**src/rtl/ram_reader_pkg.sv**
```systemverilog
// Shared constants, FSM state type and default widths for the RAM read engine.
package ram_reader_pkg;

  localparam int unsigned BIT_DATA = 8;
  localparam int unsigned SZB_RAM  = 4;
  localparam int unsigned RD_DEPTH = 2;

  localparam logic ON  = 1'b1;
  localparam logic OFF = 1'b0;

  typedef enum logic [1:0] {
    RD_IDLE,
    RD_READ,
    RD_DRAIN,
    RD_FIN
  } rd_state_t;

endpackage

```
**src/rtl/ram_reader_skid_fifo.sv**
```systemverilog
// Two-entry synchronous FIFO that buffers words returned by the RAM.
module skid_fifo
  import ram_reader_pkg::*;
#(
  parameter int unsigned BIT = BIT_DATA
) (
  input  logic           clock,
  input  logic           reset,
  input  logic           push,
  input  logic [BIT-1:0] push_data,
  input  logic           pop,
  output logic           empty,
  output logic           full,
  output logic [1:0]     occupancy,
  output logic [BIT-1:0] head
);

  logic [BIT-1:0] mem [RD_DEPTH];
  logic           wr_ptr;
  logic           rd_ptr;
  logic [1:0]     occ;
  logic           push_ok;
  logic           pop_ok;

  assign empty     = (occ == 2'd0);
  assign full      = (occ == 2'(RD_DEPTH));
  assign occupancy = occ;
  assign head      = mem[rd_ptr];
  assign push_ok   = push & ~full;
  assign pop_ok    = pop & ~empty;

  always_ff @(posedge clock) begin
    if (reset) begin
      for (int unsigned i = 0; i < RD_DEPTH; i++) mem[i] <= '0;
      wr_ptr <= 1'b0;
      rd_ptr <= 1'b0;
      occ    <= 2'd0;
    end else begin
      if (push_ok) begin
        mem[wr_ptr] <= push_data;
        wr_ptr      <= ~wr_ptr;
      end
      if (pop_ok) rd_ptr <= ~rd_ptr;
      case ({push_ok, pop_ok})
        2'b10:   occ <= occ + 2'd1;
        2'b01:   occ <= occ - 2'd1;
        default: occ <= occ;
      endcase
    end
  end

endmodule

```
**src/rtl/ram_reader.sv**
```systemverilog
// Sequential RAM read engine: issues credit-limited reads from base and
// streams the returned words over a valid/ready handshake.
module ram_reader
  import ram_reader_pkg::*;
#(
  parameter int unsigned BIT = BIT_DATA,
  parameter int unsigned SZB = SZB_RAM
) (
  input  logic           clock,
  input  logic           reset,
  input  logic           start,
  input  logic [SZB-1:0] base,
  input  logic [SZB:0]   count,
  output logic           busy,
  output logic           done,
  output logic [SZB-1:0] ram_addr,
  output logic           ram_we,
  input  logic [BIT-1:0] ram_q,
  output logic [BIT-1:0] out_data,
  output logic           out_valid,
  input  logic           out_ready
);

  rd_state_t  state;
  logic [SZB:0] remaining;
  logic       inflight;
  logic       issue;
  logic       pop;
  logic       fifo_empty;
  logic       fifo_full;
  logic [1:0] fifo_occ;
  logic [2:0] used;
  logic       drain_done;

  assign ram_we    = OFF;
  assign out_valid = ~fifo_empty;
  assign pop       = out_valid & out_ready;
  assign used      = {1'b0, fifo_occ} + {2'b00, inflight};

  // A pop on this edge frees a slot, so it counts as a returned credit.
  assign issue = (state == RD_READ) &&
                 ((used < 3'd2) || ((used == 3'd2) && pop));

  // Finished once nothing is in flight and the FIFO empties on this edge.
  assign drain_done = ~inflight && ~fifo_full && (fifo_empty || pop);

  skid_fifo #(.BIT(BIT)) u_fifo (
    .clock     (clock),
    .reset     (reset),
    .push      (inflight),
    .push_data (ram_q),
    .pop       (pop),
    .empty     (fifo_empty),
    .full      (fifo_full),
    .occupancy (fifo_occ),
    .head      (out_data)
  );

  always_ff @(posedge clock) begin
    if (reset) begin
      state     <= RD_IDLE;
      busy      <= 1'b0;
      done      <= 1'b0;
      ram_addr  <= '0;
      remaining <= '0;
      inflight  <= 1'b0;
    end else begin
      inflight <= issue;
      case (state)
        RD_IDLE: begin
          if (start) begin
            if (count == '0) begin
              state <= RD_FIN;
              done  <= 1'b1;
            end else begin
              state     <= RD_READ;
              busy      <= 1'b1;
              ram_addr  <= base;
              remaining <= count;
            end
          end
        end
        RD_READ: begin
          if (issue) begin
            ram_addr  <= ram_addr + 1'b1;
            remaining <= remaining - 1'b1;
            if (remaining == (SZB+1)'(1)) state <= RD_DRAIN;
          end
        end
        RD_DRAIN: begin
          if (drain_done) begin
            state <= RD_FIN;
            done  <= 1'b1;
            busy  <= 1'b0;
          end
        end
        RD_FIN: begin
          done  <= 1'b0;
          state <= RD_IDLE;
        end
        default: state <= RD_IDLE;
      endcase
    end
  end

endmodule

```
**config.mk**
```make
export PLATFORM = sky130hd
export DESIGN_NAME = ram_reader
export DESIGN_NICKNAME = d
export VERILOG_FILES = /design/src/rtl/ram_reader_pkg.sv /design/src/rtl/ram_reader_skid_fifo.sv /design/src/rtl/ram_reader.sv
export SDC_FILE = /design/constraint.sdc
export NUM_CORES = 1
export LEC_CHECK = 0
export CAP_MARGIN = 10
export CORE_ASPECT_RATIO = 1.25
export CORE_MARGIN = 1.5
export CORE_UTILIZATION = 51
export DETAILED_ROUTE_END_ITERATION = 7
export HOLD_SLACK_MARGIN = 0.06
export PLACE_DENSITY = 0.76
export REMOVE_ABC_BUFFERS = 1
export SETUP_SLACK_MARGIN = 0.1
export SYNTH_ARGS = -nofsm -noshare
export SYNTH_HDL_FRONTEND = slang
export SYNTH_SLANG_ARGS = --single-unit
```
**constraint.sdc**
```tcl
create_clock -name clock -period 2.81 [get_ports clock]
set_clock_uncertainty 0.2 [all_clocks]
set_input_delay 0.281 -clock clock [delete_from_list [all_inputs] [get_ports clock]]
set_output_delay 0.281 -clock clock [all_outputs]
set_load 0.005 [all_outputs]
```
# Word-level counts from Yosys, hierarchy flattened
# Memories as Yosys holds them, arrays and structs flattened. A register that Yosys moved wholly into a read port is not among the register bits.
# Cells that the tools add are included.
[totals]
register_bits = 18
ram_bits = 16
out_inout_bits = 16
wordCells = 89
n_memories = 1
[op_classes]
add_sub_neg = 5
n_lt_le_gt_ge = 1
eq_ne = 14
muxes = 33
n_bitwise = 8
n_reduce_logical = 18
[mem_list]
columns = ["memory", "depth", "word_bits", "read_ports", "rd_ports_with_merged_regs", "wr", "line", "rtl"]
rows = [
  ["u_fifo.mem", 2, 8, 1, 1, 2, "ram_reader_skid_fifo.sv:18", "logic [BIT-1:0] mem [RD_DEPTH];"],
]
[ops]
columns = ["cell", "n"]
rows = [
  ["$reduce_and 4->1", 4],
  ["$mux 1", 15],
  ["$mux 5", 3],
  ["$mux 4", 3],
  ["$mux 2", 5],
  ["$ne 2x2->1 const B", 5],
  ["$pmux 5 s2", 1],
  ["$eq 2x2->1 const B", 4],
  ["$mux 8", 1],
  ["$pmux 2 s4", 1],
  ["$pmux 4 s2", 1],
  ["$reduce_or 8->1", 1],
  ["$reduce_bool 2->1", 3],
  ["$eq 5x1->1 const B", 1],
  ["$logic_not 5->1", 1],
  ["$not 1->1", 5],
  ["$sub 5x1->5 const B", 1],
  ["$add 4x1->4 const B", 1],
  ["$eq 2x1->1 const B", 2],
  ["$logic_and 1x1->1", 4],
  ["$logic_not 2->1", 2],
  ["$pmux 2 s2", 1],
  ["$add 2x1->3", 1],
  ["$and 1x1->1", 3],
  ["9 further kinds", 10],
]

# Depth between registers and ports, before layout
# Gate-level depths: netlist of the first run.
[logic_depth]
depth_word = 8
depth_mapped = 9

# Modules after synthesis
# A second synthesis of the first run with hierarchy kept.
[unflattened]
cells_unflattened = 206
hier_area_um2 = 2058.2
[modules_own_cells]
columns = ["module", "n_inst", "cells_each", "area_per_inst_um2", "seq_area_each_um2"]
rows = [
  ["ram_reader", 1, 128, 1122.3, 280.3],
  ["skid_fifo", 1, 78, 935.9, 580.6],
]

# Worst setup path after synthesis of the first run
# No wires, ideal clock.
[synth_path]
path_type = "register to register"
start = "register u_fifo.occ[0], in the netlist u_fifo.occupancy[0]"
end = "register ram_addr[0]"
setup_ns = 0.071
arrival_ns = 1.747
slack_ns = 0.793
path_stages_with_launch = 8
period_less_slack_ns = 2.017
path_cell_list = "dfxtp_1 > ha_1 > inv_1 > ha_1 > a31oi_4 > a21o_1 > or3_1 > a21oi_1"
[synth_via]
elab_chain_cells = 8
[synth_rtl]
columns = ["item", "line", "rtl"]
rows = [
  ["from (decl)", "ram_reader_skid_fifo.sv:21", "logic [1:0] occ;"],
  ["from (signal assigned)", "ram_reader_skid_fifo.sv:45", "2'b10: occ <= occ + 2'd1;"],
  ["from (signal assigned)", "ram_reader_skid_fifo.sv:46", "2'b01: occ <= occ - 2'd1;"],
  ["branches (longest 4 deep; another with $add 2x1->3)", "n/a", ""],
  ["$logic_or 1x1->1 *", "ram_reader.sv:42", "((used < 3'd2) || ((used == 3'd2) && pop));"],
  ["$logic_and 1x1->1 *", "ram_reader.sv:41", "assign issue = (state == RD_READ) &&"],
  ["$ne 2x2->1 (no line) *", "n/a", ""],
  ["$reduce_and 4->1 (no line) *", "n/a", ""],
  ["to (signal assigned)", "ram_reader.sv:78", "ram_addr <= base;"],
  ["to (signal assigned)", "ram_reader.sv:85", "ram_addr <= ram_addr + 1'b1;"],
  ["to (decl)", "ram_reader.sv:16", "output logic [SZB-1:0] ram_addr,"],
]
# Every way passes the cells marked *.
# A chain may end at the register's enable or synchronous reset.

# Final worst setup path of the first run
[layout_path]
start = "register u_fifo.occ[0], in the netlist u_fifo.occupancy[0]"
end = "register remaining[0]"
[layout_via]
elab_chain_cells = 8
[layout_rtl]
columns = ["item", "line", "rtl"]
rows = [
  ["branches (longest 4 deep; another with $add 2x1->3)", "n/a", ""],
  ["$logic_or 1x1->1 *", "ram_reader.sv:42", ""],
  ["$logic_and 1x1->1 *", "ram_reader.sv:41", ""],
  ["$ne 2x2->1 (no line) *", "n/a", ""],
  ["$reduce_and 4->1 (no line) *", "n/a", ""],
  ["to (signal assigned)", "ram_reader.sv:79", "remaining <= count;"],
  ["to (signal assigned)", "ram_reader.sv:86", "remaining <= remaining - 1'b1;"],
  ["to (decl)", "ram_reader.sv:25", "logic [SZB:0] remaining;"],
]
# Marked as above.

==> results of run 1 <==
-- final cells by class --
cell class / instances / area (um^2)
Sequential cell: 35 / 861
Fill cell: 279 / 1140
Tap cell: 39 / 48.8
Clock buffer: 5 / 68.8
Timing Repair Buffer: 38 / 373
Clock inverter: 3 / 38.8
Inverter: 11 / 41.3
Multi-Input combinational cell: 130 / 945
-- power breakdown --
part / total [mW] / switching (mW) / internal [mW]
clock network: 0.436 / 0.176 / 0.260
logic: 0.881 / 0.418 / 0.463
registers: 0.757 / 0.103 / 0.654
-- worst min-delay path by stage --
| stage | startpoint | endpoint | cells after the start |
|---|---|---|---|
| 2_1_floorplan | reset | ram_addr[0] | 1 |
| 3_3_place_gp | ram_addr[3] | ram_addr[3] | 2 |
| 3_5_place_dp | ram_addr[3] | ram_addr[3] | 2 |
| 4_1_cts | ram_addr[3] | ram_addr[3] | 2 |
| 5_1_grt | ram_addr[3] | ram_addr[3] | 2 |
| 6_report | ram_addr[3] | ram_addr[3] | 2 |
-- flip-flops by register name, summed over array words and instances (netlist names), named ones only --
register / flops
busy: 1
done: 1
inflight: 1
ram_addr: 4
remaining: 5
state: 2
u_fifo.mem: 16
u_fifo.occupancy: 2
u_fifo.rd_ptr: 1
u_fifo.wr_ptr: 1
-- cells by family after synthesis --
kind of cell,Yosys count
AND/OR/NAND/NOR,62
AO/OA/AOI/OAI,38
flip-flops,35
other,1
buffers and inverters,19
XOR/XNOR,4
adder cells (fa/ha/maj),11
multiplexers,14
-- per-layer routing --
layer,part of all wire,global-route usage,vias to the layer above
met5,0,0,-
met4,0.012,0.0568,0
met3,0.053,0.0530,5
met2,0.54,0.331,47
met1,0.40,0.217,681
li1,-,-,716
-- synthesized netlist by cell type, types with 2 or more instances --
library cell,count
nand3_1,4
xor2_1,2
or2_2,3
mux2_2,9
nor2_1,15
buf_6,2
ha_1,11
inv_1,11
dfxtp_1,19
o21ai_0,8
nor3b_1,2
xnor2_1,2
edfxtp_1,16
a21oi_1,9
and2_1,16
or3_1,3
o22ai_1,2
nand2_1,3
clkbuf_1,4
o21ai_1,2
nor2b_1,6
nor4_1,2
mux2i_1,5
nand2b_1,3
-- worst register-to-register path, cell delays in order, from the launching register on --
cell	delay, ns
dfxtp_1	0.50
ha_1	0.25
inv_1	0.06
ha_1	0.31
a31oi_4	0.10
a21o_1	0.34
or3_1	0.40
a21oi_1	0.15
-- stage by stage --
| stage | hold WS, ns | util |
|---|---|---|
| 2_1_floorplan | 0.150 | - |
| 3_3_place_gp | 0.284 | 0.646 |
| 3_5_place_dp | 0.296 | 0.646 |
| 4_1_cts | 0.303 | 0.676 |
| 5_1_grt | 0.331 | 0.676 |
| 6_report | 0.303 | 0.676 |
-- layout by cell type, fill, tap and decap left out, types with 6 or more instances in the layout --
cell             count
clkdlybuf4s50_1     35
dfxtp_1             19
and2_1              16
edfxtp_1            16
nor2_1              15
inv_1               11
ha_1                11
mux2_2               9
a21oi_1              9
o21ai_0              8
nor2b_1              6
==> reports/results.tsv, run 1 <==
metric	value	unit
Resize count post-CTS	0	
effective utilization at floorplan	0.540	
FF-to-FF setup slack	0.44	ns
maximum clock path buffer count	2	
first-pass GRT wire length	6030	um
Synth Area in Compound Gates	0.143	
CP top delay family	compound AO/OA/AOI/OAI gates	
PD cells	873	mW/mm^2
Clk pin slew, worst setup/hold paths	0.07	ns
synthesis-to-layout area growth	25.3	%
Clock Latency Late Sink	0.28	ns
post-synthesis sequential area ratio	0.454	
CP dominant cell by count	ha_1	
Avg Inst Size Synth	10.3	um^2
htree depth	2	
Place WS	0.466	ns
Fmax	0.421	GHz
chip width	57.5	um
Synth Instances	184	
n_diodes	0	
crit path kind	flop to flop	
gr ovfl total	0	
DRC	0	
post-DP HPWL	2780	um
RR Endpoint	remaining[0]	
core area	0.00351	mm^2
Simple-Gate Fraction of Synth Area	0.183	
DR pass1 iterations	4	
Power, Total	2.07	mW
post-place instance area	0.00227	mm^2
post-synthesis mux area share	0.0799	
routability cong.	0.777	
post-synth top area cell	edfxtp_1	
CP max FO	16	
outcome	finished clean	
Crit path arrival time	2.39	ns
buffers plus inverters on the worst setup path	1	
GRT Overall Usage	0.188	
post-placement cell count	253	
IO buf count	35	
top post-synthesis cells by area	edfxtp_1 (25%), dfxtp_1 (20%), ha_1 (7.3%)	
max-slew violation count	0	
FP Rows	24	
crit path from	u_fifo.occupancy[0]	
Mapped Area	0.00190	mm^2
share of cells above drive strength 1	0.117	
Worst Path Required	2.82	ns
initial antenna violation count	0	
CTS tree	done	
vias in the first global route	1394	
ys flop type	dfxtp_1	
via count	1449	
Critical-path top delay cell	dfxtp_1	
worst vdd ir	0.657	mV
FFs w/ async S/R, synth	0	
Wirelength per Cell	14.0	um
setup violators final	0	
Root Driver	clkbuf_8	
top cell type's share of synthesized area	0.253	
RR Startpoint	u_fifo.occupancy[0]	
flop and latch count out of synthesis	35	
largest family of logic cells by synthesized area	simple AND/OR/NAND/NOR gates	
CP Depth	7	
die outline height	71.2	um
die footprint	0.00409	mm^2
RSZ-0062 raised after global routing	false	
Critical Path Source Type	flop	
Post-synth EDFFs	16	
TritonCTS Buffers	5	
TNS Setup	0	ns
Max Cap Viol	0	
Fin. Hold Viols	0	
Slew @ Worst Pin	0.810	ns
Yosys warnings	0	
Tmin final	2.37	ns
Hold Crit Class	flop to flop	
crit-path cells	ha_1 -> inv_1 -> ha_1 -> a31oi_4 -> a21o_1 -> or3_1 -> a21oi_1	
CP Capture Type	flop	
Total Wirelength	3660	um
xor and xnor area share after synthesis	0.0185	
via/cell ratio	5.55	
Cell variety after synth	49	
# IOs	37	
reg2reg path depth	7	
final design area excluding fillers	0.00238	mm^2
crit share post-route	0.844	
quantity of hold-fixing buffers added after cts	0	
Post-Synth Adder-Cell Area	0.0726	
CTS Sinks	35	
crit path capture	remaining[0]	
leak pwr	0.919	nW
CP peak stage delay	0.50	ns
worst setup margin	0.438	ns
post-CTS setup buffer count	0	
Layout Nets	253	
largest net degree at the start of global routing	22	
DRT antenna net count	0	
post-route insts no fill	261	
Initial DRC Count	33	
Relative slew margins	0.459	
(Power assumes the default switching activity.)
==> run 2, diff against run 1 <==
- CORE_UTILIZATION: 51 -> 46
- PLACE_DENSITY: 0.76 -> 0.72
- clock period: 2.81 -> 2.1 ns (I/O delays scaled with it)
==> run 2 against run 1 <==
Utilization is 1.1 points lower. Sequential share of layout area shrank 2.6 points. Cell count up 11%. Sequential power rose by 33%. First-iteration DRC count rose by 9.1%. Power increased by 43%.
==> reports/results.tsv, run 2 (synthesis gave the netlist of run 1 again) <==
metric	value	unit	change
outcome	finished clean		
RR Endpoint	state[0]		
CTS tree	done		
GRT Overall Usage	0.197		+0.00981
most frequent cells in the layout	clkdlybuf4s50_1 (35), buf_4 (17), and2_1 (16), edfxtp_1 (16), dfxtp_1 (15)		
CTS Sinks	35		unchanged
FF-to-FF setup slack	0.11	ns	-0.33 ns
power share of the clock group	0.159		-0.051
Slew @ Worst Pin	0.804	ns	-0.00559 ns
Crit path arrival time	1.99	ns	-0.40 ns
synthesis-to-layout area growth	36.2	%	
Net Switching	1.04	mW	+49%
PD cells	1150	mW/mm^2	+32%
via/cell ratio	5.23		-5.8%
IO buf count	35		unchanged
Fmax	0.503	GHz	+19%
# IOs	37		unchanged
Comb pwr share	0.503		+0.078
htree depth	2		unchanged
share of cells above drive strength 1	0.250		+0.133
WL met3	168	um	-14%
WL met2	2230	um	+13%
Clk pin slew, worst setup/hold paths	0.07	ns	about the same
worst vdd ir	0.607	mV	-7.6%
Initial DRC Count	36		+9.1%
DR pass1 iterations	3		-1
routability cong.	0.845		+8.7%
max reg flops	16		unchanged
Most flops, register	u_fifo.mem		
first-pass GRT wire length	6420	um	+6.4%
Relative slew margins	0.463		+0.00373
DRT met1 WL	1590	um	+9.3%
Worst Path Required	2.10	ns	-0.72 ns
largest net degree at the start of global routing	20		-9.1%
Clock Latency Late Sink	0.29	ns	about the same
chip width	60.4	um	+5.0%
CP max FO	3		-13
Min-Delay Endpoint	ram_addr[3]		
CP Capture Type	flop		
Total Wirelength	4070	um	+11%
final design area excluding fillers	0.00258	mm^2	+8.6%
die outline height	74.8	um	+5.1%
DRC	0		unchanged
sw frac	0.350		+0.0135
crit path kind	flop to flop		
Hold Startpoint	ram_addr[3]		
DRT antenna net count	0		unchanged
FP Rows	25		+4.2%
Max Cap Viol	0		unchanged
reg2reg path depth	8		+1
Final Core Density	0.665		-0.0108
commonest non-fill, non-tap cell in the layout	clkdlybuf4s50_1		
quantity of hold-fixing buffers added after cts	0		unchanged
Top Metal Used	met4		
post-place instance area	0.00239	mm^2	+5.5%
leak pwr	0.990	nW	+7.7%
die footprint	0.00452	mm^2	+10%
RSZ-0062 raised after global routing	true		
Hold Path Stages	2		unchanged
sequential power share	0.338		-0.027
FILL cells	333		+19%
largest registers	u_fifo.mem: 16 flops, remaining: 5 flops, ram_addr: 4 flops		
gr ovfl total	0		unchanged
crit share post-route	0.947		+0.102
setup violators final	0		unchanged
RR Startpoint	inflight		
core area	0.00388	mm^2	+10%
effective utilization at floorplan	0.489		-0.0508
Layout Nets	267		+5.5%
Fin. Hold Viols	0		unchanged
Critical Path Source Type	flop		
maximum clock path buffer count	2		unchanged
Power, Total	2.97	mW	+43%
Tmin final	1.99	ns	-0.384 ns
vias in the first global route	1495		+7.2%
n_diodes	0		unchanged
Wirelength per Cell	14.0	um	about the same
Hold Crit Class	flop to flop		
post-DP HPWL	2950	um	+5.8%
Worst Hold Slack	0.307	ns	+0.00432 ns
Root Driver	clkbuf_8		
max-slew violation count	0		unchanged
initial antenna violation count	0		unchanged
Int Power	1.93	mW	+40%
TritonCTS Buffers	5		unchanged
via count	1517		+4.7%
run 2: worst max-delay path, stage by stage, from the launching register on:
cell and delay, ns:
dfxtp_2 0.34, ha_4 0.16, ha_1 0.18, nor2_2 0.12
a31oi_4 0.10, buf_4 0.15, o21ai_2 0.22, nand3_2 0.13
a221oi_2 0.29
run 2: routing by layer:
metal / vias to the layer above / track usage
li1: 756 / -
met4: 0 / 0.101
met1: 721 / 0.193
met5: - / 0
met2: 34 / 0.374
met3: 6 / 0.0498
run 2: final cells by class:
| type | count | area (um^2) | share of cell area |
|---|---|---|---|
| clock buffer | 5 | 68.8 | 0.0267 |
| clock inverter | 3 | 15.0 | 0.00582 |
| inverter | 11 | 41.3 | 0.0160 |
| multi-input combinational | 130 | 1040 | 0.404 |
| sequential | 35 | 868 | 0.336 |
| tap | 54 | 67.6 | 0.0262 |
| timing repair buffer | 52 | 478 | 0.185 |
run 2: worst max path at each step:
stage	startpoint	end	slack [ns]
finish	inflight	state[0]	0.11
global route	inflight	state[0]	0.02
global placement	count[0]	ram_addr[1]	-0.01
CTS	u_fifo.occupancy[0]	remaining[3]	0.07
floorplan	state[1]	remaining[0]	-0.17
detailed placement	count[0]	ram_addr[1]	-0.08
run 2: repair_timing:
action | in CTS | in global routing
gates resized for setup | 9 | 13
setup endpoints to repair | 12 | 13
pin swaps | 1 | 1
cloned | 0 | 0
buffers inserted | 0 | 0
run 2: stage by stage:
step                      TNS (ns)  std cells  setup WS (ns)
after global placement     -0.0141        282        -0.0141
after floorplan             -0.543        176         -0.170
after CTS                        0        290         0.0716
after global routing             0        290         0.0191
final                            0        290          0.112
after detailed placement    -0.243        282        -0.0813
run 2: power groups by stage:
stage	clock network [mW]	logic (mW)	registers (mW)
2_1_floorplan	0	0.792	0.996
4_1_cts	0.480	1.40	0.996
5_1_grt	0.514	1.65	1.03
3_3_place_gp	0	1.31	0.998
6_report	0.471	1.49	1.01
3_5_place_dp	0	1.36	1.01
==> run 3, diff against run 2 <==
- CORE_MARGIN: 1.5 -> 5
==> run 3 against run 2 <==
Cell count up 2.8%. Register-to-register slack better by 0.05 ns. Critical path depth down 1. Hold slack worse by 0.012 ns. Critical path type unchanged. Highest routed layer unchanged.
==> reports/results.tsv, run 3 (synthesis gave the netlist of run 1 again) <==
metric	value	unit	change
outcome	finished clean		
share of cells above drive strength 1	0.277		+0.0269
crit-path cells	ha_4 -> ha_1 -> nor2_2 -> a31oi_4 -> a21o_4 -> or3_4 -> a21oi_2		
FP Rows	26		+4.0%
post-DP HPWL	2970	um	+0.93%
# IOs	37		unchanged
max-slew violation count	0		unchanged
DR pass1 iterations	4		+1
gr ovfl total	0		unchanged
Worst Path Required	2.12	ns	+0.02 ns
CP Capture Type	flop		
crit path kind	flop to flop		
Fin. Hold Viols	0		unchanged
Crit path arrival time	1.96	ns	-0.03 ns
FILL cells	343		+3.0%
setup violators final	0		unchanged
Wirelength per Cell	13.5	um	-3.8%
PD cells	1200	mW/mm^2	+4.4%
most frequent cells in the layout	clkdlybuf4s50_1 (35), buf_4 (21), and2_1 (16), edfxtp_1 (16), dfxtp_1 (15)		
die outline height	81.8	um	+9.4%
die footprint	0.00551	mm^2	+22%
IO buf count	35		unchanged
CP peak stage delay	0.36	ns	+0.02 ns
Critical Path Source Type	flop		
reg2reg path depth	7		-1
first-pass GRT wire length	6590	um	+2.7%
CTS tree	done		
buffers plus inverters on the worst setup path	0		-1
gr busiest metal	met2		
met1 Usage GRT	0.166		-0.0266
htree depth	2		unchanged
Final Core Density	0.662		-0.00357
maximum clock path buffer count	2		unchanged
CP top delay family	compound AO/OA/AOI/OAI gates		
CP Depth	7		-1
worst setup margin	0.163	ns	+0.0512 ns
CTS Sinks	35		unchanged
Clk pin slew, worst setup/hold paths	0.07	ns	about the same
n_diodes	0		unchanged
met2 Usage GRT	0.303		-0.0715
largest net degree at the start of global routing	23		+15%
grt met3 use	0.0356		-0.0143
post-placement cell count	286		+1.4%
Root Driver	clkbuf_8		
Clock Latency Late Sink	0.28	ns	about the same
Initial DRC Count	24		-33%
Hold Crit Class	flop to flop		
vias in the first global route	1551		+3.7%
CP max FO	5		+2
post-route insts no fill	298		+2.8%
DRC	0		unchanged
synthesis-to-layout area growth	40.9	%	
Place WS	-0.204	ns	-0.123 ns
RSZ-0062 raised after global routing	false		
Layout Nets	273		+2.2%
commonest non-fill, non-tap cell in the layout	clkdlybuf4s50_1		
effective utilization at floorplan	0.470		-0.0188
core area	0.00403	mm^2	+4.0%
TritonCTS Buffers	5		unchanged
leak pwr	1.03	nW	+4.4%
max reg flops	16		unchanged
worst vdd ir	0.712	mV	+17%
Tmin final	1.94	ns	-0.0512 ns
Total Wirelength	4030	um	-1.1%
crit share post-route	0.922		-0.0244
routability cong.	0.840		-0.54%
via/cell ratio	5.13		-1.9%
Hold Path Stages	2		unchanged
chip width	67.4	um	+12%
Critical-path top delay cell	or3_4		
DRT antenna net count	0		unchanged
Most flops, register	u_fifo.mem		
GRT Overall Usage	0.161		-0.0359
initial antenna violation count	0		unchanged
largest registers	u_fifo.mem: 16 flops, remaining: 5 flops, ram_addr: 4 flops		
Fmax	0.516	GHz	+2.6%
via count	1529		+0.79%
Max Cap Viol	0		unchanged
run 3: changes by cell type in the layout (fill, tap and decap cells not counted), sizes merged:
cell	change
bufinv	+1
a21o	+1
buf	+5
clkinv	-1
run 3: routing by layer:
| metal | share of wire | vias to the layer above | wire length, um |
|---|---|---|---|
| li1 | - | 766 | - |
| met1 | 0.40 | 710 | 1610 |
| met2 | 0.52 | 43 | 2110 |
| met3 | 0.055 | 10 | 220 |
| met4 | 0.023 | 0 | 92 |
| met5 | 0 | - | 0 |
run 3: final cells by class:
| type | instances | area (um^2) | area share |
|---|---|---|---|
| Sequential cell | 35 | 868 | 0.325 |
| Clock buffer | 5 | 68.8 | 0.0258 |
| Timing Repair Buffer | 57 | 519 | 0.194 |
| Clock inverter | 3 | 38.8 | 0.0145 |
| Multi-Input combinational cell | 131 | 1060 | 0.398 |
| Tap cell | 56 | 70.1 | 0.0262 |
| Inverter | 11 | 41.3 | 0.0155 |
run 3: metrics by stage:
step	hold slack, ns	TNS [ns]	total power, mW	cell area [um^2]
after global routing	0.343	0	3.45	2670
after CTS	0.300	0	3.10	2580
after global placement	0.293	-0.650	2.37	2410
final	0.296	0	3.21	2670
after detailed placement	0.291	-1.83	2.40	2410
after floorplan	0.0791	-0.543	1.79	1850
run 3: timing repair:
action / CTS / global route
setup buffers: 3 / 0
hold buffers: 0 / 0
gates cloned: 1 / 0
resized for setup: 10 / 20
endpoints found under the setup margin: 32 / 15
pin swaps: 2 / 3
run 3: path summary, 6_finish.rpt:
kind	startpoint	endpoint	slack, ns
worst min-delay path	ram_addr[3]	ram_addr[3]	0.30
worst max register to register	inflight	remaining[0]	0.16
worst min register to register	ram_addr[3]	ram_addr[3]	0.30
worst max-delay path	inflight	remaining[0]	0.16
run 3: worst min-delay path: cells and delay by family, from the launching register on:
kind / cells / cell delay (ns)
flops: 1 / 0.32
compound gates: 1 / 0.06
simple gates: 1 / 0.07
run 3: report_power, final:
part / switching, mW / internal, mW / total (mW)
registers: 0.128 / 0.883 / 1.01
clock network: 0.235 / 0.347 / 0.582
logic: 0.698 / 0.919 / 1.62
